$ cat config.mk
export PLATFORM = sky130hd
export DESIGN_NAME = mac_bank_seq
export DESIGN_NICKNAME = d
export VERILOG_FILES = /design/src/rtl/mac_bank_seq.sv
export SDC_FILE = /design/constraint.sdc
export NUM_CORES = 1
export LEC_CHECK = 0
export CORE_ASPECT_RATIO = 0.5
export CORE_MARGIN = 8
export CORE_UTILIZATION = 30
export CTS_CLUSTER_SIZE = 8
export DETAILED_ROUTE_END_ITERATION = 10
export GPL_ROUTABILITY_DRIVEN = 0
export HOLD_SLACK_MARGIN = 0.06
export SETUP_SLACK_MARGIN = 0.3
export SLEW_MARGIN = 20
export SYNTH_ARGS = -nofsm -noshare
export SYNTH_HDL_FRONTEND = slang
export SYNTH_SLANG_ARGS = --single-unit
$ cat constraint.sdc
create_clock -name clk -period 5.9 [get_ports clk]
set_clock_uncertainty 0.15 [all_clocks]
set_input_delay 1.18 -clock clk [delete_from_list [all_inputs] [get_ports clk]]
set_output_delay 1.18 -clock clk [all_outputs]
set_load 0.05 [all_outputs]
$ cat src/rtl/mac_bank_seq.sv
// mac_bank_seq: job sequencer for the 12-lane MAC bank.
// It walks a job tile by tile and issues one buffer read per accumulation
// step. The bank's vld_i follows each read by one cycle, and the first step
// of each tile also raises an accumulator-clear flag. After the last step it
// waits for the MAC pipeline to drain, then pulses the output-capture strobe.
// Optional build macro: MAC_BANK_SEQ_PERF_EN adds oStallCnt, a count of the
// RUN cycles during which the buffers were not ready.
module mac_bank_seq #(
  parameter int MAC_LAT = 4,
  parameter int ADDR_W  = 10,
  parameter int CNT_W   = 8
) (
  input  logic              clk,
  input  logic              rstn,
  input  logic              iStart,
  input  logic              iAbort,
  input  logic [CNT_W-1:0]  iNumCh,
  input  logic [CNT_W-1:0]  iNumTile,
  input  logic [ADDR_W-1:0] iBaseAddr,
  input  logic              iDataRdy,
  output logic              oRdEn,
  output logic [ADDR_W-1:0] oRdAddr,
  output logic              oVld,
  output logic              oAccClr,
  output logic              oOutVld,
  output logic [CNT_W-1:0]  oTileIdx,
  output logic              oBusy,
  output logic              oDone
`ifdef MAC_BANK_SEQ_PERF_EN
  ,
  output logic [15:0]       oStallCnt
`endif
);

  localparam logic [2:0] S_IDLE  = 3'd0;
  localparam logic [2:0] S_RUN   = 3'd1;
  localparam logic [2:0] S_DRAIN = 3'd2;
  localparam logic [2:0] S_OUT   = 3'd3;
  localparam logic [2:0] S_DONE  = 3'd4;

  // The drain counter has to hold values 0..MAC_LAT.
  localparam int DRN_W = $clog2(MAC_LAT + 2);

  logic [2:0]        state_q, state_d;
  logic [CNT_W-1:0]  step_q, step_d;
  logic [CNT_W-1:0]  tile_q, tile_d;
  logic [CNT_W-1:0]  num_ch_q, num_ch_d;
  logic [CNT_W-1:0]  num_tile_q, num_tile_d;
  logic [ADDR_W-1:0] addr_q, addr_d;
  logic [DRN_W-1:0]  drain_q, drain_d;
  logic              vld_q, clr_q;
  logic              rd_en;
  logic              start_ok;
  logic              abort_act;
  logic [CNT_W:0]    tile_inc;

  // An abort received in IDLE also blocks a start arriving in the same cycle.
  assign start_ok  = (state_q == S_IDLE) && iStart && !iAbort;
  assign abort_act = iAbort && (state_q != S_IDLE);
  assign tile_inc  = {1'b0, tile_q} + {{CNT_W{1'b0}}, 1'b1};

  // Next-state and counter logic. Tiles are laid out back to back in the
  // buffers, so the address is one running pointer (base + tile*numCh + step).
  // That pointer steps once per issued read, which avoids a multiplier.
  always_comb begin
    state_d    = state_q;
    step_d     = step_q;
    tile_d     = tile_q;
    num_ch_d   = num_ch_q;
    num_tile_d = num_tile_q;
    addr_d     = addr_q;
    drain_d    = drain_q;
    rd_en      = 1'b0;
    case (state_q)
      S_IDLE: begin
        if (start_ok) begin
          num_ch_d   = (iNumCh == '0) ? {{(CNT_W-1){1'b0}}, 1'b1} : iNumCh;
          num_tile_d = iNumTile;
          addr_d     = iBaseAddr;
          step_d     = '0;
          tile_d     = '0;
          drain_d    = '0;
          state_d    = (iNumTile == '0) ? S_DONE : S_RUN;
        end
      end
      S_RUN: begin
        if (iDataRdy) begin
          rd_en  = 1'b1;
          addr_d = addr_q + {{(ADDR_W-1){1'b0}}, 1'b1};
          if (step_q == num_ch_q - {{(CNT_W-1){1'b0}}, 1'b1}) begin
            step_d  = '0;
            state_d = S_DRAIN;
          end else begin
            step_d = step_q + {{(CNT_W-1){1'b0}}, 1'b1};
          end
        end
      end
      S_DRAIN: begin
        if (drain_q == DRN_W'(MAC_LAT)) begin
          drain_d = '0;
          state_d = S_OUT;
        end else begin
          drain_d = drain_q + {{(DRN_W-1){1'b0}}, 1'b1};
        end
      end
      S_OUT: begin
        if (tile_inc < {1'b0, num_tile_q}) begin
          tile_d  = tile_inc[CNT_W-1:0];
          state_d = S_RUN;
        end else begin
          state_d = S_DONE;
        end
      end
      S_DONE:  state_d = S_IDLE;
      default: state_d = S_IDLE;
    endcase
    // Abort takes priority over any other transition: no read is issued in
    // the abort cycle, and the partial counters are discarded.
    if (abort_act) begin
      state_d = S_IDLE;
      rd_en   = 1'b0;
      step_d  = '0;
      drain_d = '0;
    end
  end

  // State and counter registers.
  always_ff @(posedge clk or negedge rstn) begin
    if (!rstn) begin
      state_q    <= S_IDLE;
      step_q     <= '0;
      tile_q     <= '0;
      num_ch_q   <= '0;
      num_tile_q <= '0;
      addr_q     <= '0;
      drain_q    <= '0;
    end else begin
      state_q    <= state_d;
      step_q     <= step_d;
      tile_q     <= tile_d;
      num_ch_q   <= num_ch_d;
      num_tile_q <= num_tile_d;
      addr_q     <= addr_d;
      drain_q    <= drain_d;
    end
  end

  // Bank strobes lag the read by one cycle to match the buffer read latency.
  always_ff @(posedge clk or negedge rstn) begin
    if (!rstn) begin
      vld_q <= 1'b0;
      clr_q <= 1'b0;
    end else begin
      vld_q <= rd_en;
      clr_q <= rd_en && (step_q == '0);
    end
  end

`ifdef MAC_BANK_SEQ_PERF_EN
  logic [15:0] stall_q;

  // Saturating count of stalled RUN cycles for the current or most recent job.
  always_ff @(posedge clk or negedge rstn) begin
    if (!rstn) begin
      stall_q <= '0;
    end else if (start_ok) begin
      stall_q <= '0;
    end else if ((state_q == S_RUN) && !iDataRdy && (stall_q != 16'hFFFF)) begin
      stall_q <= stall_q + 16'd1;
    end
  end

  assign oStallCnt = stall_q;
`endif

  assign oRdEn    = rd_en;
  assign oRdAddr  = addr_q;
  assign oVld     = vld_q;
  assign oAccClr  = clr_q;
  assign oOutVld  = (state_q == S_OUT) && !iAbort;
  assign oTileIdx = tile_q;
  assign oBusy    = (state_q != S_IDLE);
  assign oDone    = (state_q == S_DONE) && !iAbort;

endmodule
==> run summary, run 1 <==
outcome: complete, no violations
Syn Area/Cell: 9.43 um^2
final wirelength: 7220 um
crit start category: input pin
H-Tree Depth: 2
Hold WS: 359 ps
most frequent cells in the layout: 53 x clkdlybuf4s50_1, 50 x dfrtp_1, 23 x nand2_1, 23 x nor2_1, 23 x inv_1
Cell variety after synth: 51
CP required: 4570 ps
Max Cap Viol: 0
vias in the first global route: 2494
max-slew violations: 0
Peak Freq: 223 MHz
commonest non-fill, non-tap cell in the layout: clkdlybuf4s50_1
cts hold-fix bufs: 0
Leak: 0.00168 uW
CP Max Fanout: 9
gate count after technology mapping: 322
Seq/Total Area, Yosys: 0.412
FF/Latch Area: 1250 um^2
RSZ-0062 raised after global routing: false
critical path endpoint category: output pin
Final Critical Period: 4490 ps
Fill cells: 1027
All-Layer GR Usage: 0.112
initial antenna violation count: 0
CTS Root Cell: clkbuf_16
Max VDD drop: 0.126 mV
DRC: 0
fin nets: 421
Std-Cell Rows: 26
Top FF cell, synth: dfrtp_1
Worst Max-Slew Pin Slew: 875 ps
Die Height: 87.1 um
# setup viols final: 0
DRT iter0 DRCs: 119
boundary pin count: 55
FFs w/ async S/R, synth: 1.00
final setup margin: 1410 ps
clock buffer depth: 2
vias per cell: 4.86
Hold Path Class: reg -> reg
CTS sink cnt: 50
Seq cells post-synth: 50
Starting Density: 0.303
area occupied by multi-input gates: 1660 um^2
Final Hold Fails: 0
Mapped Area: 3040 um^2
Arr. time, crit path: 3160 ps
ant diodes: 0
CTS tree: yes
crit share post-route: 0.761
cts repair resizes: 0
die width: 158 um
Power, Total: 1370 uW
first-pass GRT wire length: 12400 um
syn_nets: 367
Die ar.: 13800 um^2
clk_lat worst skew: 290 ps
clock slew at reported path FFs: 60 ps
Post-Route Setup TNS: 0 ps
Pre-Repair DR Iteration Count: 4
IO buf count: 54
kind of critical path: in -> out
share of layout cells above drive strength 1: 0.101
buffers inserted by post-CTS timing repair: 0
TritonCTS Buffers: 5
number of flops mapped to enable cells by yosys: 0
largest net degree at the start of global routing: 51
power per cell area: 351 nW/um^2
GR Overflow Total: 0
Slew HR: 0.414
Via Count: 2513
Post-DP HPWL: 5410 um
Area growth syn-to-layout: 28.3%
WL/cell: 14.0 um
core area: 10000 um^2
pre-CTS setup slack: 1400 ps
Routed Antenna Nets: 0
synth warn: 0
## through the flow
| step | cells | cell area, um^2 | util |
|---|---|---|---|
| 5_1_grt | 517 | 3890 | 0.389 |
| 6_report | 517 | 3890 | 0.389 |
| 3_3_place_gp | 509 | 3730 | 0.372 |
| 2_1_floorplan | 322 | 3040 | - |
| 3_5_place_dp | 509 | 3730 | 0.372 |
| 4_1_cts | 517 | 3890 | 0.389 |
## report_power, final
group	switching, uW	leakage, uW	total (uW)	internal (uW)
Clock	128	0.0000781	329	201
Combinational	319	0.000966	530	211
Sequential	87.3	0.000636	506	419
## synthesized netlist by cell type (all sizes together) (2+ instances only)
master | instances | share of area
a21boi | 2 | 0.0049
a21o | 7 | 0.017
a21oi | 21 | 0.036
a22o | 4 | 0.012
a31oi | 5 | 0.010
a32oi | 2 | 0.0058
and3 | 7 | 0.014
clkbuf | 10 | 0.012
dfrtp | 50 | 0.41
ha | 14 | 0.058
inv | 23 | 0.028
mux2 | 21 | 0.078
nand2 | 23 | 0.028
nand2b | 4 | 0.0082
nand3 | 19 | 0.031
nand4 | 2 | 0.0041
nor2 | 23 | 0.028
nor2b | 7 | 0.014
nor3 | 12 | 0.021
nor4 | 5 | 0.017
nor4b | 2 | 0.0058
o2111ai | 2 | 0.0058
o21ai | 15 | 0.025
o22a | 2 | 0.0058
o22ai | 3 | 0.0062
o31ai | 4 | 0.0099
or4 | 3 | 0.0074
xnor2 | 5 | 0.014
xor2 | 8 | 0.023
## critical path, stage by stage
cell,delay (ps)
clkdlybuf4s50_1,560
nor2_1,300
and3_1,280
clkdlybuf4s50_1,830
## metal layers
layer | global-route usage | vias up | wire length [um]
li1 | - | 1273 | -
met1 | 0.143 | 1194 | 3390
met2 | 0.176 | 38 | 3300
met3 | 0.0332 | 8 | 422
met4 | 0.0408 | 0 | 109
met5 | 0 | - | 0
## final timing paths
kind	startpoint	end	slack, ps	cells after the start
worst min-delay path	num_tile_q[4]$_DFFE_PN0P_	num_tile_q[4]$_DFFE_PN0P_	360	1
worst max-delay path	iAbort	oRdEn	1410	4
max in group asynchronous	rstn	step_q[7]$_DFFE_PN0P_	4310	2
worst max register to register	oTileIdx[2]$_DFFE_PN0P_	oTileIdx[7]$_DFFE_PN0P_	2620	10
worst min register to register	num_tile_q[4]$_DFFE_PN0P_	num_tile_q[4]$_DFFE_PN0P_	360	1
min in group asynchronous	rstn	num_tile_q[6]$_DFFE_PN0P_	850	2
## flip-flops by register name (all words and copies together) (netlist names)
signal / count
drain_q: 3
num_ch_q: 8
num_tile_q: 8
oAccClr: 1
oRdAddr: 10
oTileIdx: 8
oVld: 1
state_q: 3
step_q: 8
## cells by family (layout without fill, tap and decap cells)
logic type / Yosys count / after routing / synth area share
compound gates: 76 / 76 / 0.169
fa+ha+maj: 14 / 14 / 0.0577
flops: 50 / 50 / 0.412
buf+inv: 33 / 88 / 0.0408
xor+xnor: 13 / 13 / 0.0375
simple gates: 114 / 114 / 0.201
mux: 22 / 22 / 0.0812
## layout make-up
| cell class | count | area share |
|---|---|---|
| well taps | 140 | 0.0450 |
| clock buffers | 7 | 0.0341 |
| repair buffers | 57 | 0.143 |
| multi-input cells | 239 | 0.426 |
| inverters | 23 | 0.0222 |
| clock inverters | 1 | 0.00771 |
| flip-flops and latches | 50 | 0.321 |
No activity file was read; power rests on OpenSTA's default activity.
==> run 2, diff against run 1 <==
==> constraint.sdc (replaced) <==
create_clock -name clk -period 4 [get_ports clk]
set_clock_uncertainty 0.15 [all_clocks]
set_input_delay 0.8 -clock clk [delete_from_list [all_inputs] [get_ports clk]]
set_output_delay 0.8 -clock clk [all_outputs]
set_load 0.05 [all_outputs]
==> run summary, run 2 (synthesis results as in run 1) <==
outcome: complete, no violations
TritonCTS Buffers: 5
first-pass GRT wire length: 12400 um
vias in the first global route: 2414
pre-CTS setup slack: 713 ps
HP Start: num_tile_q[7]$_DFFE_PN0P_
most frequent cells in the layout: 52 x clkdlybuf4s50_1, 50 x dfrtp_1, 23 x nand2_1, 23 x nor2_1, 23 x inv_1
vias per cell: 4.87
Via Count: 2534
Largest register FFs: 10
Die Height: 87.1 um
clock slew at reported path FFs: 60 ps
cts repair resizes: 0
fin nets: 424
CP required: 3050 ps
largest net degree at the start of global routing: 31
kind of critical path: in -> out
core area: 10000 um^2
critical path endpoint category: output pin
initial antenna violation count: 0
total placed instance area: 3750 um^2
CTS sink cnt: 50
ant diodes: 0
Leak: 0.00169 uW
Peak Freq: 306 MHz
All-Layer GR Usage: 0.110
CTS tree: yes
# setup viols final: 0
clk_lat worst skew: 290 ps
Post-Route Setup TNS: 0 ps
Fill cells: 1006
clock buffer depth: 2
Std-Cell Rows: 26
RSZ-0062 raised after global routing: false
FF/Latch Area: 1250 um^2
boundary pin count: 55
Final Critical Period: 3260 ps
buffers inserted by post-CTS timing repair: 0
final wirelength: 7310 um
Final Hold Fails: 0
Arr. time, crit path: 2310 ps
Hold Path Class: reg -> reg
CTS Root Cell: clkbuf_16
Worst Max-Slew Pin Slew: 691 ps
share of layout cells above drive strength 1: 0.113
H-Tree Depth: 2
Max VDD drop: 0.145 mV
area occupied by multi-input gates: 1660 um^2
power per cell area: 506 nW/um^2
Area growth syn-to-layout: 28.4%
Pre-Repair DR Iteration Count: 5
Die ar.: 13800 um^2
cts hold-fix bufs: 0
worst flop-to-flop path startpoint: oTileIdx[2]$_DFFE_PN0P_
crit share post-route: 0.816
DRT iter0 DRCs: 144
GR Overflow Total: 0
WL/cell: 14.1 um
Slew HR: 0.540
IO buf count: 54
Max Cap Viol: 0
DRC: 0
flop2flop setup slack: 840 ps
post-route cell area: 3900 um^2
final setup margin: 736 ps
commonest non-fill, non-tap cell in the layout: clkdlybuf4s50_1
CP Max Fanout: 2
crit start category: input pin
Routed Antenna Nets: 0
Starting Density: 0.303
crit path from: iAbort
Post-DP HPWL: 5610 um
max-slew violations: 0
die width: 158 um
-- run 2: cell types whose count changed in the layout (fill, tap and decap cells not counted) --
cell             delta
clkbuf_1            -1
buf_4               +4
clkinv_2            +1
clkbuf_8            +1
bufinv_16           -1
clkdlybuf4s50_1     -1
-- run 2: final cells by class --
class                   count  area share
repair buffers             60       0.148
multi-input cells         239       0.426
inverters                  23      0.0221
flip-flops and latches     50       0.321
clock inverters             1     0.00128
clock buffers               7      0.0366
well taps                 140      0.0449
-- run 2: path summary, 6_finish.rpt --
check,cells after the start,endpoint
hold / removal,1,num_tile_q[7]$_DFFE_PN0P_
setup reg to reg,10,oTileIdx[5]$_DFFE_PN0P_
min in group asynchronous,1,drain_q[0]$_DFFE_PN0P_
max in group asynchronous,2,oRdAddr[6]$_DFFE_PN0P_
setup / recovery,3,oDone
hold reg to reg,1,num_tile_q[7]$_DFFE_PN0P_
-- run 2: per-layer routing --
layer / routed length [um] / track usage / vias to the layer above / part of all wire
met5: 0 / 0 / - / 0
met4: 40 / 0.0255 / 0 / 0.0055
met3: 346 / 0.0287 / 2 / 0.047
met2: 3320 / 0.173 / 33 / 0.45
met1: 3600 / 0.147 / 1212 / 0.49
li1: - / - / 1287 / -
-- run 2: power breakdown --
part	leakage, uW	internal [uW]	switching, uW
Sequential	0.000636	618	129
Combinational	0.000983	318	470
Clock	0.0000739	249	187
Total	0.00169	1180	787
-- run 2: worst max-delay path, stage by stage --
cell and delay, ps:
clkdlybuf4s50_1 430, nor4b_1 240, clkdlybuf4s50_1 850
-- run 2: per-stage QoR --
step / instances / hold WS (ps) / total power (uW) / util
after floorplan: 322 / 323 / 1280 / -
after global placement: 512 / 338 / 1540 / 0.374
after detailed placement: 512 / 344 / 1550 / 0.374
after CTS: 520 / 359 / 2000 / 0.389
after global routing: 520 / 370 / 2100 / 0.389
final: 520 / 356 / 1970 / 0.389
==> run 3, diff against run 2 <==
==> constraint.sdc (replaced) <==
create_clock -name clk -period 3.15 [get_ports clk]
set_clock_uncertainty 0.15 [all_clocks]
set_input_delay 0.63 -clock clk [delete_from_list [all_inputs] [get_ports clk]]
set_output_delay 0.63 -clock clk [all_outputs]
set_load 0.05 [all_outputs]
==> run summary, run 3 (synthesis results as in run 1) <==
outcome: complete, no violations
Buf/Inv on CP: 0
die width: 158 um
vias in the first global route: 2503
vias per cell: 4.86
Hold Path Class: in -> async
critical path endpoint category: flop
Worst path slowest cell: dfrtp_2
core area: 10000 um^2
CP Depth: 10
boundary pin count: 55
Final Hold Fails: 0
kind of critical path: reg -> reg
Post-Route Setup TNS: 0 ps
Via Count: 2564
largest net degree at the start of global routing: 51
cts hold-fix bufs: 0
power per cell area: 626 nW/um^2
metal2 WL: 3430 um
DRC: 0
DRT iter0 DRCs: 182
CP required: 3180 ps
CTS tree: yes
GR Overflow Total: 0
initial antenna violation count: 0
clock buffer depth: 2
max-slew violations: 0
H-Tree Depth: 2
Max VDD drop: 0.183 mV
Worst Reg-to-Reg Cells: 10
Die Height: 87.1 um
RSZ-0062 raised after global routing: true
Post-DP HPWL: 5670 um
Slew HR: 0.551
Leak: 0.00173 uW
fin nets: 432
CP top delay family: simple AND/OR/NAND/NOR gates
# setup viols final: 0
Pre-Repair DR Iteration Count: 6
commonest non-fill, non-tap cell in the layout: clkdlybuf4s50_1
final cell utilization of the core: 0.406
clk_lat worst skew: 290 ps
fin cells: 528
CP cell instances: nand3_2 > nor2_2 > and3_1 > xor2_2 > ha_4 > and3_4 > a221oi_4 > nand4b_1 > nand2_4 > mux2_2
Area growth syn-to-layout: 34.0%
Largest register FFs: 10
crit start category: flop
post-route cell area: 4070 um^2
Std-Cell Rows: 26
Placed Cells: 513
crit share post-route: 0.879
IO buf count: 54
All-Layer GR Usage: 0.111
WL/cell: 14.4 um
clock slew at reported path FFs: 70 ps
Peak Freq: 361 MHz
Final Critical Period: 2770 ps
CTS sink cnt: 50
TritonCTS Buffers: 5
Detail Route met3 WL: 446 um
Starting Density: 0.303
DRT met1 WL: 3640 um
total placed instance area: 3820 um^2
Worst Max-Slew Pin Slew: 674 ps
Slowest Stage Delay on Critical Path: 400 ps
ant diodes: 0
Routed Antenna Nets: 0
most frequent cells in the layout: 50 x clkdlybuf4s50_1, 45 x dfrtp_1, 23 x inv_1, 22 x nand2_1
Top Layer Used: met4
CP Max Fanout: 6
Hold WS: 287 ps
Die ar.: 13800 um^2
Max Cap Viol: 0
CTS Root Cell: clkbuf_16
share of layout cells above drive strength 1: 0.178
Arr. time, crit path: 2800 ps
first-pass GRT wire length: 12400 um
final wirelength: 7580 um
[run 3: repair_timing]
action                     in CTS  in global routing
setup endpoints to repair       5                  6
resized for setup               0                  5
buffers inserted                1                  6
pin swaps                       2                  6
[run 3: layout make-up]
| class | count | area (um^2) |
|---|---|---|
| timing repair buffer | 68 | 658 |
| clock buffer | 6 | 139 |
| sequential | 50 | 1260 |
| fill | 1009 | 5950 |
| inverter | 23 | 86.3 |
| tap | 140 | 175 |
| clock inverter | 2 | 12.5 |
| multi-input combinational | 239 | 1740 |
[run 3: path summary, 6_finish.rpt]
check                                          start                        end  slack, ps
min reg2reg                num_tile_q[6]$_DFFE_PN0P_  num_tile_q[6]$_DFFE_PN0P_        360
max in group asynchronous                       rstn    oTileIdx[0]$_DFFE_PN0P_       2060
min                                             rstn    oTileIdx[3]$_DFFE_PN0P_        290
max reg2reg                  oTileIdx[4]$_DFFE_PN0P_    oTileIdx[6]$_DFFE_PN0P_        380
max                          oTileIdx[4]$_DFFE_PN0P_    oTileIdx[6]$_DFFE_PN0P_        380
min in group clk           num_tile_q[6]$_DFFE_PN0P_  num_tile_q[6]$_DFFE_PN0P_        360
[run 3: layer usage]
layer,global-route usage,up-vias
met4,0.0280,0
met2,0.179,39
li1,-,1301
met5,0,-
met1,0.143,1217
met3,0.0322,7
[run 3: power breakdown]
group / leakage (uW) / internal (uW) / total (uW) / switching (uW)
logic: 0.00103 / 423 / 1040 / 619
clock network: 0.0000729 / 315 / 557 / 242
registers: 0.000628 / 784 / 948 / 164
[run 3: worst reg2reg max path, cell delays in order, from the launching register on]
cell	delay [ps]
dfrtp_2	400
nand3_2	110
nor2_2	150
and3_1	220
xor2_2	230
ha_4	250
and3_4	190
a221oi_4	230
nand4b_1	210
nand2_4	160
mux2_2	350
[run 3: per-stage QoR]
step,total power (uW),setup slack [ps]
4_1_cts,2570,330
3_3_place_gp,1980,285
2_1_floorplan,1640,309
5_1_grt,2720,239
3_5_place_dp,2000,217
6_report,2550,381
